$ cat config.mk
export PLATFORM = sky130hd
export DESIGN_NAME = mcs51_bus_regs_flat
export DESIGN_NICKNAME = d
export VERILOG_FILES = /design/src/rtl/mcs51_bus_regs_if.sv /design/src/rtl/mcs51_bus_regs.sv /design/src/flat_wrapper.sv
export SDC_FILE = /design/constraint.sdc
export NUM_CORES = 1
export LEC_CHECK = 0
export ABC_AREA = 1
export CAP_MARGIN = 40
export CELL_PAD_IN_SITES_DETAIL_PLACEMENT = 0
export CELL_PAD_IN_SITES_GLOBAL_PLACEMENT = 1
export CORE_ASPECT_RATIO = 0.8
export CORE_UTILIZATION = 34
export DETAILED_ROUTE_END_ITERATION = 8
export PLACE_DENSITY = 0.79
export SLEW_MARGIN = 20
export SYNTH_ARGS = -nofsm -noshare
export SYNTH_HDL_FRONTEND = slang
export SYNTH_SLANG_ARGS = --single-unit
$ cat constraint.sdc
create_clock -name clock -period 1.6 [get_ports clock]
set_input_delay 0.48 -clock clock [delete_from_list [all_inputs] [get_ports clock]]
set_output_delay 0.48 -clock clock [all_outputs]
set_load 0.02 [all_outputs]
$ cat src/rtl/mcs51_bus_regs_if.sv
// 8051 multiplexed external-bus pins as seen by a bus slave.
// Host drives strobes/address/data-in; slave returns read data and the pad output enable.
interface mcs51_bus_regs_if;
    logic       cs_n;
    logic       ale;
    logic       r_n;
    logic       w_n;
    logic [7:0] abus;
    logic [7:0] dbus_in;
    logic [7:0] dbus_out;
    logic       dbus_oe;

    modport master (
        output cs_n, ale, r_n, w_n, abus, dbus_in,
        input  dbus_out, dbus_oe
    );

    modport slave (
        input  cs_n, ale, r_n, w_n, abus, dbus_in,
        output dbus_out, dbus_oe
    );
endinterface

$ cat src/rtl/mcs51_bus_regs.sv
// 8051 bus slave onto NUM_REGS x 8-bit config regs, STATUS snapshot and ERRCNT; readback under MCS51_BUS_RDBK_EN.
// Latency: pin edge to cfg_out/wr_stb/dbus_out effect is SYNC_STAGES+1 clocks.
// Backpressure: none; the host must honour minimum pulse widths of SYNC_STAGES+1 clocks.
module mcs51_bus_regs #(
    parameter int          NUM_REGS    = 16,
    parameter logic [15:0] BASE_ADDR   = 16'h0000,
    parameter int          SYNC_STAGES = 2
) (
    input  logic                  clock,
    input  logic                  rst,
    mcs51_bus_regs_if.slave       bus,
    input  logic [7:0]            sts_in,
    output logic [8*NUM_REGS-1:0] cfg_out,
    output logic [NUM_REGS-1:0]   wr_stb
);
    localparam logic [19:0] PIN_IDLE = {4'b1111, 16'h0000};
    localparam logic [15:0] N16      = 16'(NUM_REGS);

    logic [19:0]            sync_q [SYNC_STAGES];
    logic [SYNC_STAGES-1:0] fill_q;
    logic                   armed_q;
    logic                   ale_d;
    logic                   w_n_d;
    logic                   s_cs_n, s_ale, s_r_n, s_w_n;
    logic [15:0]            s_addr;
    logic [7:0]             s_dat;
    logic                   sel, ale_fall, w_rise;
    logic [15:0]            addr_q;
    logic [15:0]            off;
    logic                   is_cfg, is_err;
    logic                   wr_cfg, wr_bad, err_clr, rd_bad;
    logic [7:0]             cfg_q [NUM_REGS];
    logic [7:0]             errcnt_q;

    always_ff @(posedge clock) begin
        if (rst) begin
            for (int i = 0; i < SYNC_STAGES; i++) sync_q[i] <= PIN_IDLE;
            fill_q <= '0;
        end else begin
            sync_q[0] <= {bus.cs_n, bus.ale, bus.r_n, bus.w_n, bus.abus, bus.dbus_in};
            for (int i = 1; i < SYNC_STAGES; i++) sync_q[i] <= sync_q[i-1];
            fill_q <= {fill_q[SYNC_STAGES-2:0], 1'b1};
        end
    end

    assign {s_cs_n, s_ale, s_r_n, s_w_n, s_addr} = sync_q[SYNC_STAGES-1];
    assign s_dat = s_addr[7:0];

    // A cycle already in flight at reset release is dropped: accept edges only
    // once the synchroniser has refilled and cs_n has been seen idle.
    always_ff @(posedge clock) begin
        if (rst) begin
            armed_q <= 1'b0;
            ale_d   <= 1'b1;
            w_n_d   <= 1'b1;
        end else begin
            ale_d <= s_ale;
            w_n_d <= s_w_n;
            if (fill_q[SYNC_STAGES-1] && s_cs_n) armed_q <= 1'b1;
        end
    end

    assign sel      = armed_q & ~s_cs_n;
    assign ale_fall = sel & ale_d & ~s_ale;
    assign w_rise   = sel & ~w_n_d & s_w_n;

    always_ff @(posedge clock) begin
        if (rst)           addr_q <= '0;
        else if (ale_fall) addr_q <= s_addr;
    end

    assign off     = addr_q - BASE_ADDR;
    assign is_cfg  = off < N16;
    assign is_err  = off == N16 + 16'd1;
    assign wr_cfg  = w_rise & is_cfg;
    assign err_clr = w_rise & is_err;
    assign wr_bad  = w_rise & ~is_cfg & ~is_err;

    always_ff @(posedge clock) begin
        if (rst) begin
            for (int i = 0; i < NUM_REGS; i++) cfg_q[i] <= '0;
            wr_stb <= '0;
        end else begin
            wr_stb <= '0;
            for (int i = 0; i < NUM_REGS; i++) begin
                if (wr_cfg && off == 16'(i)) begin
                    cfg_q[i]  <= s_dat;
                    wr_stb[i] <= 1'b1;
                end
            end
        end
    end

    always_comb begin
        cfg_out = '0;
        for (int i = 0; i < NUM_REGS; i++) cfg_out[8*i +: 8] = cfg_q[i];
    end

    // Saturating error counter; a write to its own address clears it.
    always_ff @(posedge clock) begin
        if (rst)                                                   errcnt_q <= '0;
        else if (err_clr)                                          errcnt_q <= '0;
        else if ((wr_bad || rd_bad) && errcnt_q != 8'hFF)          errcnt_q <= errcnt_q + 8'd1;
    end

`ifdef MCS51_BUS_RDBK_EN
    logic       r_n_d, oe_q, r_fall, is_sts;
    logic [7:0] rd_dat, dout_q;

    assign is_sts = off == N16;
    assign r_fall = sel & r_n_d & ~s_r_n;
    assign rd_bad = r_fall & ~is_cfg & ~is_sts & ~is_err;

    always_comb begin
        rd_dat = 8'hFF;
        if (is_cfg) begin
            for (int i = 0; i < NUM_REGS; i++)
                if (off == 16'(i)) rd_dat = cfg_q[i];
        end else if (is_sts) begin
            rd_dat = sts_in;
        end else if (is_err) begin
            rd_dat = errcnt_q;
        end
    end

    always_ff @(posedge clock) begin
        if (rst) begin
            r_n_d  <= 1'b1;
            oe_q   <= 1'b0;
            dout_q <= '0;
        end else begin
            r_n_d <= s_r_n;
            oe_q  <= sel & ~s_r_n;
            if (r_fall) dout_q <= rd_dat;
        end
    end

    // Registered term delays the rise by one clock; live terms drop it immediately.
    assign bus.dbus_out = dout_q;
    assign bus.dbus_oe  = oe_q & sel & ~s_r_n & s_w_n;
`else
    logic unused_rd;

    assign rd_bad       = 1'b0;
    assign bus.dbus_out = 8'h00;
    assign bus.dbus_oe  = 1'b0;
    assign unused_rd    = ^{s_r_n, sts_in};
`endif
endmodule

$ cat src/flat_wrapper.sv
// flat-port wrapper written by rule: the top's interface ports become plain ports
module mcs51_bus_regs_flat 
#(
    parameter int          NUM_REGS    = 16,
    parameter logic [15:0] BASE_ADDR   = 16'h0000,
    parameter int          SYNC_STAGES = 2
)
  (clock, rst, sts_in, cfg_out, wr_stb, bus_cs_n, bus_ale, bus_r_n, bus_w_n, bus_abus, bus_dbus_in, bus_dbus_out, bus_dbus_oe);
  mcs51_bus_regs_if bus_i ();
  input  logic clock;
  input  logic rst;
  input  logic [7:0] sts_in;
  output logic [8*NUM_REGS-1:0] cfg_out;
  output logic [NUM_REGS-1:0] wr_stb;
  input wire logic [$bits(bus_i.cs_n)-1:0] bus_cs_n;
  input wire logic [$bits(bus_i.ale)-1:0] bus_ale;
  input wire logic [$bits(bus_i.r_n)-1:0] bus_r_n;
  input wire logic [$bits(bus_i.w_n)-1:0] bus_w_n;
  input wire logic [$bits(bus_i.abus)-1:0] bus_abus;
  input wire logic [$bits(bus_i.dbus_in)-1:0] bus_dbus_in;
  output wire logic [$bits(bus_i.dbus_out)-1:0] bus_dbus_out;
  output wire logic [$bits(bus_i.dbus_oe)-1:0] bus_dbus_oe;
  assign bus_i.cs_n = bus_cs_n;
  assign bus_i.ale = bus_ale;
  assign bus_i.r_n = bus_r_n;
  assign bus_i.w_n = bus_w_n;
  assign bus_i.abus = bus_abus;
  assign bus_i.dbus_in = bus_dbus_in;
  assign bus_dbus_out = bus_i.dbus_out;
  assign bus_dbus_oe = bus_i.dbus_oe;
  mcs51_bus_regs #(.NUM_REGS(NUM_REGS), .BASE_ADDR(BASE_ADDR), .SYNC_STAGES(SYNC_STAGES)) u_core (.clock(clock), .rst(rst), .bus(bus_i), .sts_in(sts_in), .cfg_out(cfg_out), .wr_stb(wr_stb));
endmodule
==> impl_metrics.tcl <==
set metrics [dict create \
    r2r_cells 7 \
    die_w_um 162 \
    endpoint_kind "output pin" \
    synth-simple-area-share 0.159 \
    clock_latency_ps 490 \
    hold_viol 0 \
    p_int_w 0.00874 \
    setup_viol 0 \
    drive_gt1_frac 0.350 \
    fin_crit_ps 1550 \
    synthAdderAreaFrac 0 \
    outcome "completed" \
    fmax_ghz 0.643 \
    clock-root-buffer "clkbuf_16" \
    crit_cells 1 \
    vias 4412 \
    grt_pass1_wl_um 23300 \
    hp-class "reg -> reg" \
    swShare 0.214 \
    crit_arrival_ps 1070 \
    p_clk_frac 0.420 \
    dr.pass1.iters 6 \
    peakVddDrop_uv 519 \
    post_drt_wl_per_cell_um 15.3 \
    grt-ovfl-total 0 \
    via_per_inst 4.26 \
    top_layer "met4" \
    maxCapViolCount 0 \
    synth-edff-count 128 \
    tritoncts "yes" \
    syn_area_per_cell_um2 12.7 \
    yosysWarnings 0 \
    area_growth_pct 36.0 \
    finalWirelength_um 15900 \
    htreeDepth 1 \
    die-area_um2 21000 \
    total_power_w 0.0111 \
    coreArea_um2 19900 \
    multiInputGateArea_um2 1310 \
    diodes 0 \
    synth_xor_area_frac 0 \
    first_global_vias 4154 \
    syn_area_um2 6960 \
    path_cells "clkdlybuf4s15_1" \
    finalInstanceArea_um2 9460 \
    cts-buffers-inserted 21 \
    combPwrFrac 0.061 \
    p_switching_w 0.00238 \
    die_h_um 130 \
    track_usage 0.147 \
    route.met2.wl_um 7270 \
    criticalPathCategory "reg -> out" \
    rsz0062_at_grt "true" \
    seqPwrFrac 0.519 \
    synthCells 547 \
    worstHoldPathCells 2 \
    row_count 46 \
    muxShareOfSynthArea 0 \
    antenna_found_initial 0 \
    fill_cells 1853 \
    async_reset_ff_frac 0 \
    drcViolationCount 0 \
    dr_wl_met3_um 1260 \
    required_ps 1120 \
    cp-start-kind "register" \
    portBuffers 164 \
    synth_seq_area_share 0.768 \
    crit_fanout 1 \
    p_leak_nw 4.11 \
    yosys_most_used_dff "edfxtp_1" \
    fin_nets 789 \
    synth-seq-cells 203 \
    pin_count 183 \
    seq_area_um2 5350 \
    cts_sinks 203 \
    start_util 0.349 \
    wl_met1_um 7030 \
    grt_max_degree 57 \
    synth_top_family_by_area "simple AND/OR/NAND/NOR gates" \
    final_cell_mix "nor2_1 (160), buf_2 (129), edfxtp_1 (128)" \
    power_density_nw_per_um2 1180 \
    skew_ps 6.63 \
    synth-compound-area-share 0.0165 \
    cp_top_family "flip-flops" \
    slowest_stage "dfxtp_1" \
    drv_slew 0 \
    path_buf_inv 1 \
    clkTransAtPathRegs_ps 60 \
    slowest_delay_ps 300 \
    ant_nets 0 \
    dp.final_hpwl_um 10800 \
    ctsHoldBuffers 0 \
    final_common_cell "nor2_1" \
    gp_congestion 0.782 \
    synth_cell_types 23 \
    drt-initial-drc-count 231 \
    post_dp_cell_area_um2 9350 \
    fin_crit_sh 0.972 \
    cts_max_path_buffers 3 \
]
[stage by stage]
step	worst slack, ps	hold WS (ps)	cells	util	setup TNS, ps
floorplan	6.04	388	555	-	0
global placement	-13.2	395	998	0.469	-105
detailed placement	-57.6	393	998	0.469	-642
CTS	0.828	402	1034	0.476	0
global route	-34.7	410	1036	0.475	-624
finish	45.1	398	1036	0.475	0
[power groups by stage]
stage	registers, W	clock network (W)	logic, W
floorplan	0.00604	0	0.000201
global placement	0.00589	0	0.000784
detailed placement	0.00589	0	0.000788
CTS	0.00577	0.00479	0.000689
global route	0.00578	0.00501	0.000726
finish	0.00577	0.00466	0.000679
[what timing repair did]
action                                 in CTS  in global routing
pin swaps                                   0                  5
setup endpoints to repair                 176                 96
resized for setup                         547                 33
endpoints found under the hold margin       0                  0
gates cloned                                0                  1
setup buffers                               0                  1
[cell type report]
| cell class | count | share of cell area |
|---|---|---|
| clock buffer | 28 | 0.0671 |
| clock inverter | 8 | 0.00423 |
| inverter | 55 | 0.0218 |
| multi-input combinational | 266 | 0.138 |
| sequential | 203 | 0.565 |
| tap | 264 | 0.0349 |
| timing repair buffer | 212 | 0.168 |
[path summary, 6_finish.rpt]
check,end,slack (ps),start
max,wr_stb[1],50,u_core.wr_stb[1]$_SDFF_PP0_
min,u_core.fill_q[1]$_SDFF_PP0_,400,u_core.fill_q[0]$_DFF_P_
max reg2reg,u_core.cfg_q[1][37]$_DFFE_PP_,60,u_core.addr_q[6]$_SDFFE_PP0P_
min reg2reg,u_core.fill_q[1]$_SDFF_PP0_,400,u_core.fill_q[0]$_DFF_P_
[Yosys cell counts, types with 2 or more instances]
library cell / number / share of area
nor2_4: 3 / 0.0049
dfxtp_1: 75 / 0.22
edfxtp_1: 128 / 0.55
nand2_1: 35 / 0.019
or2_2: 6 / 0.0054
inv_1: 54 / 0.029
nor2_1: 161 / 0.087
a21oi_1: 7 / 0.0050
clkbuf_1: 18 / 0.0097
nand4_2: 3 / 0.0054
buf_4: 9 / 0.0097
nor3_1: 3 / 0.0022
o21ai_0: 16 / 0.012
nand4_4: 7 / 0.021
nand3_1: 2 / 0.0014
buf_2: 2 / 0.0014
nor2_2: 7 / 0.0063
nand4_1: 6 / 0.0054
[cells by family (layout without fill, tap and decap cells)]
| family | count (synthesis) | count (layout) |
|---|---|---|
| AND/OR/NAND/NOR | 234 | 234 |
| flip-flops | 203 | 203 |
| buffers and inverters | 86 | 303 |
| AO/OA/AOI/OAI | 23 | 23 |
| other | 1 | 9 |
[layer usage]
layer,vias to the layer above,global-route usage
met5,-,0
met3,26,0.0356
li1,2183,-
met1,2040,0.194
met2,163,0.243
met4,0,0.0416
[flip-flops by register name (all words and copies together), names as in the netlist]
signal          flops
u_core.sync_q      38
u_core.fill_q       2
u_core.armed_q      1
u_core.wr_stb      16
u_core.addr_q      16
u_core.ale_d        1
u_core.cfg_q      128
u_core.w_n_d        1
Power figures use the tool's default switching activity.
